`config.mk`:
```
export PLATFORM = sky130hd
export DESIGN_NAME = mem_access_ctrl
export DESIGN_NICKNAME = d
export VERILOG_FILES = /design/src/rtl/mem_access_ctrl.sv
export SDC_FILE = /design/constraint.sdc
export NUM_CORES = 1
export LEC_CHECK = 0
export ABC_AREA = 1
export CAP_MARGIN = 10
export CELL_PAD_IN_SITES_DETAIL_PLACEMENT = 1
export CELL_PAD_IN_SITES_GLOBAL_PLACEMENT = 1
export CORE_ASPECT_RATIO = 0.75
export CORE_MARGIN = 2
export CORE_UTILIZATION = 32
export DETAILED_ROUTE_END_ITERATION = 8
export GPL_TIMING_DRIVEN = 0
export PLACE_DENSITY_LB_ADDON = 0.12
export REMOVE_ABC_BUFFERS = 1
export SLEW_MARGIN = 20
export SYNTH_ARGS = -nofsm -noshare
export SYNTH_HDL_FRONTEND = slang
export SYNTH_SLANG_ARGS = --single-unit
```
`constraint.sdc`:
```
create_clock -name clk -period 2.2 [get_ports clk]
set_input_delay 0.22 -clock clk [delete_from_list [all_inputs] [get_ports clk]]
set_output_delay 0.22 -clock clk [all_outputs]
set_load 0.02 [all_outputs]
```
`src/rtl/mem_access_ctrl.sv`:
```
// Sequences one LC-3 memory transaction through MAR/MDR with a bounded ready wait.
// Memory-mapped I/O addresses complete in a single ACCESS cycle.
module mem_access_ctrl #(
  parameter logic [15:0] IO_BASE = 16'hFE00,
  parameter int unsigned TIMEOUT = 16,
  parameter int unsigned WAIT_W  = 5
) (
  input  logic        clk,
  input  logic        rst_n,
  input  logic        start,
  input  logic        wr,
  input  logic [15:0] mar_addr,
  input  logic        mem_ready,
  output logic        ld_mar,
  output logic        ld_mdr,
  output logic        mem_en,
  output logic        mem_ce,
  output logic        io_ce,
  output logic        mem_we,
  output logic        busy,
  output logic        done,
  output logic        err
);

  typedef enum logic [2:0] {
    S_IDLE,
    S_LDMAR,
    S_LDMDR,
    S_ACCESS,
    S_DONE,
    S_ERR
  } state_e;

  localparam logic [WAIT_W-1:0] LIMIT = WAIT_W'(TIMEOUT - 1);
  localparam bit TO_EN = (TIMEOUT != 0);

  state_e            state_q, state_d;
  logic              wr_q, wr_d;
  logic [WAIT_W-1:0] cnt_q, cnt_d;
  logic              isIo, effRdy;
  logic              ldMar_q, ldMdrW_q, memEn_q, access_q, busy_q, done_q, err_q;

  always_comb begin
    isIo    = (mar_addr >= IO_BASE);
    effRdy  = isIo | mem_ready;
    state_d = state_q;
    wr_d    = wr_q;
    cnt_d   = cnt_q;
    unique case (state_q)
      S_IDLE: begin
        if (start) begin
          state_d = S_LDMAR;
          wr_d    = wr;
        end
      end
      S_LDMAR:  state_d = wr_q ? S_LDMDR : S_ACCESS;
      S_LDMDR:  state_d = S_ACCESS;
      S_ACCESS: begin
        // Ready on the limit cycle takes priority over the timeout abort.
        if (effRdy) begin
          state_d = S_DONE;
          cnt_d   = '0;
        end else if (TO_EN && (cnt_q == LIMIT)) begin
          state_d = S_ERR;
          cnt_d   = '0;
        end else if (cnt_q != '1) begin
          cnt_d = cnt_q + WAIT_W'(1);
        end
      end
      S_DONE:   state_d = S_IDLE;
      S_ERR:    state_d = S_IDLE;
      default:  state_d = S_IDLE;
    endcase
  end

  // Moore outputs are registered from the next state so they line up with state_q.
  always_ff @(posedge clk or negedge rst_n) begin
    if (!rst_n) begin
      state_q  <= S_IDLE;
      wr_q     <= 1'b0;
      cnt_q    <= '0;
      ldMar_q  <= 1'b0;
      ldMdrW_q <= 1'b0;
      memEn_q  <= 1'b0;
      access_q <= 1'b0;
      busy_q   <= 1'b0;
      done_q   <= 1'b0;
      err_q    <= 1'b0;
    end else begin
      state_q  <= state_d;
      wr_q     <= wr_d;
      cnt_q    <= cnt_d;
      ldMar_q  <= (state_d == S_LDMAR);
      ldMdrW_q <= (state_d == S_LDMDR);
      memEn_q  <= (state_d == S_ACCESS) && !wr_d;
      access_q <= (state_d == S_ACCESS);
      busy_q   <= (state_d != S_IDLE);
      done_q   <= (state_d == S_DONE);
      err_q    <= (state_d == S_ERR);
    end
  end

  // Chip selects follow the live MAR value, which only settles once ACCESS begins.
  assign ld_mar = ldMar_q;
  assign ld_mdr = ldMdrW_q | (access_q & ~wr_q & effRdy);
  assign mem_en = memEn_q;
  assign mem_ce = access_q & ~isIo;
  assign io_ce  = access_q & isIo;
  assign mem_we = access_q & wr_q;
  assign busy   = busy_q;
  assign done   = done_q;
  assign err    = err_q;

endmodule

```
## Yosys cells after proc, flatten, opt, wreduce, memory -nomap -nowiden

Index checks and enable logic that the tools add are counted.

| storage, ports and cells | value |
|---|---|
| register bits | 16 |
| output and inout port bits | 9 |
| word-level logic and storage cells | 47 |

| cells by class | value |
|---|---|
| magnitude comparators | 1 |
| equal/unequal tests | 10 |
| multiplexer cells | 10 |
| bitwise gates (word level) | 9 |
| $add $sub $neg | 1 |
| reductions and logical operators | 6 |

Operator list:

| operator | count |
|---|---|
| $ge A16 B16 Y1 const B | 1 |
| $mux W5 | 3 |
| $eq A3 B2 Y1 const B | 4 |
| $pmux W3 S4 | 1 |
| $mux W3 | 3 |
| $eq A3 B1 Y1 const B | 2 |
| $eq A3 B3 Y1 const B | 2 |
| $reduce_bool A3 Y1 | 2 |
| $add A5 B1 Y5 const B | 1 |
| $and A1 B1 Y1 | 5 |
| $eq A5 B4 Y1 const B | 1 |
| $ne A5 B5 Y1 const B | 1 |
| $logic_not A3 Y1 | 1 |
| $mux W1 | 3 |
| $not A1 Y1 | 2 |
| $or A1 B1 Y1 | 2 |
| $reduce_and A2 Y1 | 1 |
| $logic_and A1 B1 Y1 | 1 |
| $logic_not A1 Y1 | 1 |

## Depth between registers and ports, before layout

Gate-level depths: netlist of the first run.

| logic depth | value |
|---|---|
| depth in word-level cells | 6 |
| depth in mapped cells | 9 |
| mapped depth without buffers | 9 |

## Worst setup path after synthesis of the first run

No wires, ideal clock.

| timing | value |
|---|---|
| path kind | input port to output port |
| start | in mar_addr[14] |
| end | out ld_mdr |
| data required time | 1.980 ns |
| stages | 6 |
| data arrival time | 1.138 ns |
| path slack | 0.842 ns |
| cells stage by stage | nand2_1 -> nor2_2 -> nand2_2 -> nand2_2 -> inv_1 -> o31ai_1 |

| on the way | value |
|---|---|
| cells in the longest elaborated chain, start to end | 4 |

Ends and longest elaborated chain:

| what | line | text |
|---|---|---|
| start, declared | 12 | `input logic [15:0] mar_addr,` |
| $ge A16 B16 Y1 | 44 | `isIo = (mar_addr >= IO_BASE);` |
| $or A1 B1 Y1 | 45 | `effRdy = isIo \| mem_ready;` |
| $and A1 B1 Y1 | 105 | `assign ld_mdr = ldMdrW_q \| (access_q & ~wr_q & effRdy);` |
| $or A1 B1 Y1 | 105 |  |
| end, declared | 15 | `output logic ld_mdr,` |

No other way between the ends.

## Worst setup path after layout of the first run

Ends and elaborated chain as after synthesis.

==> results of run 1 <==
## what timing repair did
item                                    CTS  global route
gates resized for setup                   1             0
endpoints found under the setup margin    1             0
endpoints found under the hold margin     0             0
## worst min-delay path by stage
stage | startpoint | end | slack [ns] | cells past startpoint
CTS | rst_n | ld_mar | 0.39 | 1
finish | rst_n | ld_mar | 0.37 | 1
global route | rst_n | ld_mar | 0.41 | 1
floorplan | rst_n | access_q | -0.08 | 0
detailed placement | cnt_q[4] | cnt_q[4] | 0.51 | 2
global placement | cnt_q[1] | cnt_q[1] | 0.50 | 2
## placed cells by master (no fill, tap or decap), drive strengths merged, types with 2 or more instances in the layout
cell and instances:
clkinv 2, a21oi 3, clkdlybuf4s50 19, nand3 9, nand2 25, o21ai 4
nor2 8, clkbuf 3, nand4 2, inv 17, dfrtp 16
## cell type report
cell class                 instances  area share (%)
tap                               34            4.11
multi-input combinational         55            29.0
timing repair buffer              20            19.2
clock buffer                       3            2.17
sequential                        16            38.6
inverter                          19            6.88
## through the flow
stage | utilization [%] | cells | total power, mW | cell area [sq um] | hold WS [ns]
final | 45.2 | 147 | 1.20 | 1040 | 0.374
after global routing | 45.2 | 147 | 1.31 | 1040 | 0.414
after CTS | 45.2 | 147 | 1.22 | 1040 | 0.388
after detailed placement | 44.3 | 144 | 1.07 | 1010 | 0.513
after global placement | 44.3 | 144 | 1.05 | 1010 | 0.498
after floorplan | - | 90 | 0.865 | 772 | -0.0756
## flip-flops by register name, summed over array words and instances (netlist names)
register,cells
access_q,1
busy,1
cnt_q,5
done,1
err,1
ldMdrW_q,1
ld_mar,1
mem_en,1
state_q,3
wr_q,1
## worst max-delay path: stages
cell,delay (ns)
clkdlybuf4s50_1,0.46
nand2_1,0.06
nor2_2,0.13
nand2_2,0.09
nand2_2,0.08
inv_1,0.07
o31ai_1,0.18
dlygate4sd2_1,0.37
## layer usage
| metal | GRT usage, % | up-vias |
|---|---|---|
| li1 | - | 329 |
| met1 | 17.6 | 297 |
| met2 | 18.9 | 23 |
| met3 | 5.34 | 2 |
| met4 | 2.61 | 0 |
| met5 | 0 | - |
## power groups by stage
stage	combinational [mW]	sequential [mW]	clock, mW
3_3_place_gp	0.578	0.474	0
3_5_place_dp	0.590	0.477	0
5_1_grt	0.654	0.486	0.172
4_1_cts	0.589	0.472	0.157
2_1_floorplan	0.372	0.493	0
6_report	0.577	0.472	0.150
## logic make-up (layout without fill, tap and decap cells)
group                      Yosys count  in the layout  share of synthesized area, %
xor gates and xnor gates             1              1                          1.13
AOI/OAI and AO/OA                    9              9                          7.46
adders and majority gates            1              1                          1.62
buffers and inverters               19             42                          9.24
DFF                                 16             16                          51.9
and+or+nand+nor                     44             44                          28.7
==> key figures, run 1 <==
Clocking
  – # clock sinks: 16
  – CTS Hold Bufs: 0
  – Htree depth: 1
  – Worst skew pair latency: between 0.2 and 0.3 ns
  – Maximum clock insertion buffer count: 2
  – Clk pin slew, worst setup/hold paths: 0.09 ns
  – Root Buffer: clkbuf_4
  – CTS tree: done
  – Setup bufs post-CTS: 0
  – CTS Buf Count: 3

Critical path
  – Crit-path max FO: 3
  – Reg2reg path depth: 8
  – Setup crit start: mar_addr[14]
  – Worst setup path endpoint: ld_mdr
  – Critical path class: in2out
  – WP data arrival: 1.67 ns
  – Reg-to-reg slack, setup: 0.80 ns
  – Worst Path Required: 1.98 ns
  – Crit start category: input pin
  – Crit end category: primary output
  – R2r endpoint: mem_en
  – Reg2reg start: cnt_q[0]

Synth
  – Post-synth top cells: 19 x nand2_1, 16 x dfrtp_1, 13 x inv_1
  – Post-synth EDFFs: 0
  – Ys flop type: dfrtp_1
  – Mapped Cells: 90
  – Sequential fraction of the synthesis area: 51.9%
  – Register bit count reported by yosys: 16
  – Synth warnings: 0
  – Cell variety after synth: 20
  – Most numerous cell in the Yosys netlist: nand2_1
  – Mean post-synth cell area: 8.58 sq um
  – Area share of the largest cell type after synthesis: about half
  – Synth area leaders: dfrtp_1 52%, nand2_1 9.2%, inv_1 6.3%
  – Ys async rst share: 100%
  – Area leader, netlist: dfrtp_1
  – Post-synthesis cell area: ~770 sq um

Timing
  – Total Neg Setup Slack: 0 ns
  – Final worst path period need: around 1.9 ns
  – Tightest Pin Transition: around 0.75 ns
  – Final setup viols: 0
  – Fin. Hold Viols: 0
  – Final worst slack: approximately 0.31 ns
  – Clock Skew: around 0.011 ns
  – Fin. max-slew vios: 0
  – RSZ-0062 raised after global routing: false
  – Relative slew slack: 49.5%
  – Fmax: 530 MHz
  – Period Utilization, post-route: a little under nine tenths

Die
  – Row cnt: 15
  – Initial Util: 33.7%
  – Full die area: 2830 sq um
  – I/O pins: 30
  – Die W: around 61 um
  – Core ar.: 2290 sq um
  – Die height: 46.5 um

Route
  – Vias per cell: 4.43
  – Post-route antenna net violation count: 0
  – Post-DR wirelength/cell: 10.9 um
  – Met1 wire length: 805 um
  – First drt pass iteration count: 4
  – Residual DRC: 0
  – Top layer reached by signal wires: met4
  – Final wirelength: 1600 um
  – Number of DRC markers in iteration 0: 12
  – Routed via count: around 650
  – Wire length on met2: 639 um
  – Met3 wire length: 141 um

Power
  – Sw Share: 42.3%
  – Register share of total power: 39.4%
  – Switch Pwr: 507 uW
  – Pint: 691 uW
  – Clk network pwr share: 12.5%
  – Worst vdd ir: 0.599 mV
  – Gate power share: 48.2%
  – Lkg Pwr: just over 0.5 nW
  – Power per cell area: 1160 nW/um^2

Global routing
  – Initial antenna violation count: 0
  – Grt ovf: 0
  – Number of global-route vias before repair: 601
  – Gr usage total: 12.8%
  – First-pass GRT wire length: 2590 um
  – Largest net degree at the start of global routing: 17

Outcome
  – Outcome: finished clean

Place
  – I/O Buffers: 20
  – GP Congestion: 0.688
  – Post-DP HPWL: roughly 1300 um
  – Post-Place Setup Slack: -0.00347 ns

Finish
  – Area of the multi-input gates: 300 sq um
  – Area Overhead vs Synth: 34.2%
  – Diodes inserted: 0
  – Fillers: between 200 and 300
  – Nets: 137
  – Register area: approximately 400 sq um
  – Ratio of cells with drive above 1 in the final layout: 18.6%

Job
  – Max cap viols: 0

Hold path
  – Hold/Removal Path Class: in2async
Power figures use the tool's default switching activity.
==> run 2, diff against run 1 <==
--- a/config.mk
+++ b/config.mk
@@ -12,6 +12,7 @@
 export CORE_ASPECT_RATIO = 0.75
 export CORE_MARGIN = 2
 export CORE_UTILIZATION = 32
+export CTS_CLUSTER_DIAMETER = 150
 export DETAILED_ROUTE_END_ITERATION = 8
 export GPL_TIMING_DRIVEN = 0
 export PLACE_DENSITY_LB_ADDON = 0.12
==> results of run 2 <==
Final layout, timing and power as in run 1 (identical DEF).
==> run 3, diff against run 2 <==
--- a/config.mk
+++ b/config.mk
@@ -11,7 +11,8 @@
 export CELL_PAD_IN_SITES_GLOBAL_PLACEMENT = 1
 export CORE_ASPECT_RATIO = 0.75
 export CORE_MARGIN = 2
-export CORE_UTILIZATION = 32
+export CORE_UTILIZATION = 34
+export CTS_BUF_LIST = sky130_fd_sc_hd__clkbuf_8
 export CTS_CLUSTER_DIAMETER = 150
 export DETAILED_ROUTE_END_ITERATION = 8
 export GPL_TIMING_DRIVEN = 0
==> run 3 against run 2 <==
Cell count fell by 6.1%. Sequential share of layout area fell by 0.73 points. Non-clock buffer count did not move. Global-route usage rose by 3.6 points. Via count fell by 1.8%. Count of clock-buffer cells in the layout rose by 1. Critical path depth did not move. Critical endpoint unchanged. Highest routed layer unchanged.
==> key figures, run 3 (synthesis gave the netlist of run 1 again) <==
Critical path
  – Reg2reg start: cnt_q[0]
  – WP data arrival: 1.67 ns (about the same)
  – Crit-path cells: clkdlybuf4s50_1, nand2_1, nor2_2, nand2_2, nand2_2, inv_1, o31ai_1, dlygate4sd2_1
  – Critical path class: in2out
  – Reg-to-reg slack, setup: 0.71 ns (-0.09 ns)
  – Reg2reg path depth: 8 (unchanged)
  – Worst Path Required: 1.98 ns (about the same)
  – Crit start category: input pin
  – Crit-path max cell delay: 0.45 ns (about the same)
  – R2r endpoint: busy
  – Crit end category: primary output
  – Slowest-stage cell, CP: clkdlybuf4s50_1
  – Crit-path max FO: 3 (unchanged)
  – Setup crit start: mar_addr[14]
  – CP dominant cell by count: nand2_2

Clocking
  – CTS Hold Bufs: 0 (unchanged)
  – Maximum clock insertion buffer count: 2 (unchanged)
  – Root Buffer: clkbuf_8
  – Setup bufs post-CTS: 0 (unchanged)
  – Htree depth: 1 (unchanged)
  – CTS tree: done
  – Clk pin slew, worst setup/hold paths: 0.06 ns (-0.03 ns)
  – CTS Buf Count: 3 (unchanged)
  – PostCTS Resize Cnt: 1 (unchanged)
  – Worst skew pair latency: 0.25 ns (-0.03 ns)
  – # clock sinks: 16 (unchanged)

Finish
  – Top flop regs: cnt_q: 5 flops, state_q: 3 flops
  – Biggest register: cnt_q
  – Max reg flops: 5 (unchanged)
  – Nets: 137 (unchanged)
  – Final Instance Area: 1060 sq um (+1.9%)
  – Most frequent cells in the layout: 19 x nand2_1, 19 x clkdlybuf4s50_1, 16 x dfrtp_1
  – Area Overhead vs Synth: 36.8%
  – Ratio of cells with drive above 1 in the final layout: 19.3% (+0.71 points)
  – Diodes inserted: 0 (unchanged)
  – Final Core Density: 51.1% (+5.8 points)

Timing
  – Relative slew slack: 51.7% (+2.1 points)
  – Final worst path period need: 1.89 ns (-0.00241 ns)
  – Fin. max-slew vios: 0 (unchanged)
  – Fmax: 530 MHz (+0.13%)
  – Clock Skew: 0.00315 ns (-0.00833 ns)
  – RSZ-0062 raised after global routing: false
  – Total Neg Setup Slack: 0 ns (unchanged)
  – Tightest Pin Transition: 0.722 ns (-0.0321 ns)
  – Final setup viols: 0 (unchanged)
  – Period Utilization, post-route: 85.7% (-0.11 points)
  – Fin. Hold Viols: 0 (unchanged)

Route
  – Post-route antenna net violation count: 0 (unchanged)
  – Post-DR wirelength/cell: 12.7 um (+16%)
  – Routed via count: 639 (-1.8%)
  – Final wirelength: 1750 um (+9.3%)
  – Vias per cell: 4.63 (+4.6%)
  – Residual DRC: 0 (unchanged)
  – Number of DRC markers in iteration 0: 7 (-5)
  – First drt pass iteration count: 4 (unchanged)

Outcome
  – Outcome: finished clean

Global routing
  – Initial antenna violation count: 0 (unchanged)
  – First-pass GRT wire length: 3140 um (+21%)
  – Largest net degree at the start of global routing: 17 (unchanged)
  – Gr usage total: 16.5% (+3.6 points)
  – Grt ovf: 0 (unchanged)
  – Number of global-route vias before repair: 696 (+16%)

Die
  – Initial Util: 37.3% (+3.6 points)
  – Row cnt: 14 (-1)
  – Die height: 45.3 um (-2.7%)
  – Full die area: 2670 sq um (-5.4%)
  – Die W: 59.0 um (-2.8%)
  – I/O pins: 30 (unchanged)
  – Core ar.: 2070 sq um (-9.7%)

Place
  – Placed Area: 1000 sq um (-1.2%)
  – I/O Buffers: 20 (unchanged)
  – GP Congestion: 0.754 (+9.6%)
  – Post-DP HPWL: 1420 um (+12%)

Power
  – Power, Total: 1.32 mW (+9.9%)
  – Worst vdd ir: 0.572 mV (-4.5%)
  – Power per cell area: 1250 nW/um^2 (+7.8%)
  – Lkg Pwr: 0.528 nW (+2.9%)

Job
  – Max cap viols: 0 (unchanged)

Hold path
  – Hold/Removal Path Class: in2async
run 3: per-layer routing:
layer | part of all wire [%] | global-route usage (%)
met5 | 0 | 0
met4 | 0.52 | 4.09
met3 | 7.7 | 7.16
met2 | 48 | 28.2
met1 | 44 | 19.1
run 3: worst max-delay path, delay by kind of cell:
family | cells | cell delay [ns]
simple gates | 4 | 0.37
compound gates | 1 | 0.19
buf+inv | 3 | 0.89
run 3: worst max-delay path by stage:
stage	to	cells after the start
5_1_grt	ld_mdr	8
2_1_floorplan	ld_mdr	6
3_5_place_dp	ld_mdr	8
3_3_place_gp	ld_mdr	8
4_1_cts	ld_mdr	8
6_report	ld_mdr	8
run 3: power by group:
group          internal [mW]  leakage, nW  switching (mW)
clock network          0.159       0.0288          0.0928
registers              0.398        0.206          0.0738
logic                  0.230        0.294           0.364
run 3: through the flow:
step,setup slack [ns],hold slack (ns),cells
2_1_floorplan,0.842,-0.0756,90
3_3_place_gp,-0.00315,0.493,134
3_5_place_dp,-0.00176,0.510,134
4_1_cts,0.274,0.433,138
5_1_grt,0.121,0.446,138
6_report,0.315,0.403,138
run 3: area by class of cell:
type	count	area, sq um
clock buffer	4	55.1
fill	251	1010
inverter	19	71.3
multi-input combinational	55	300
sequential	16	400
tap	24	30.0
timing repair buffer	20	199
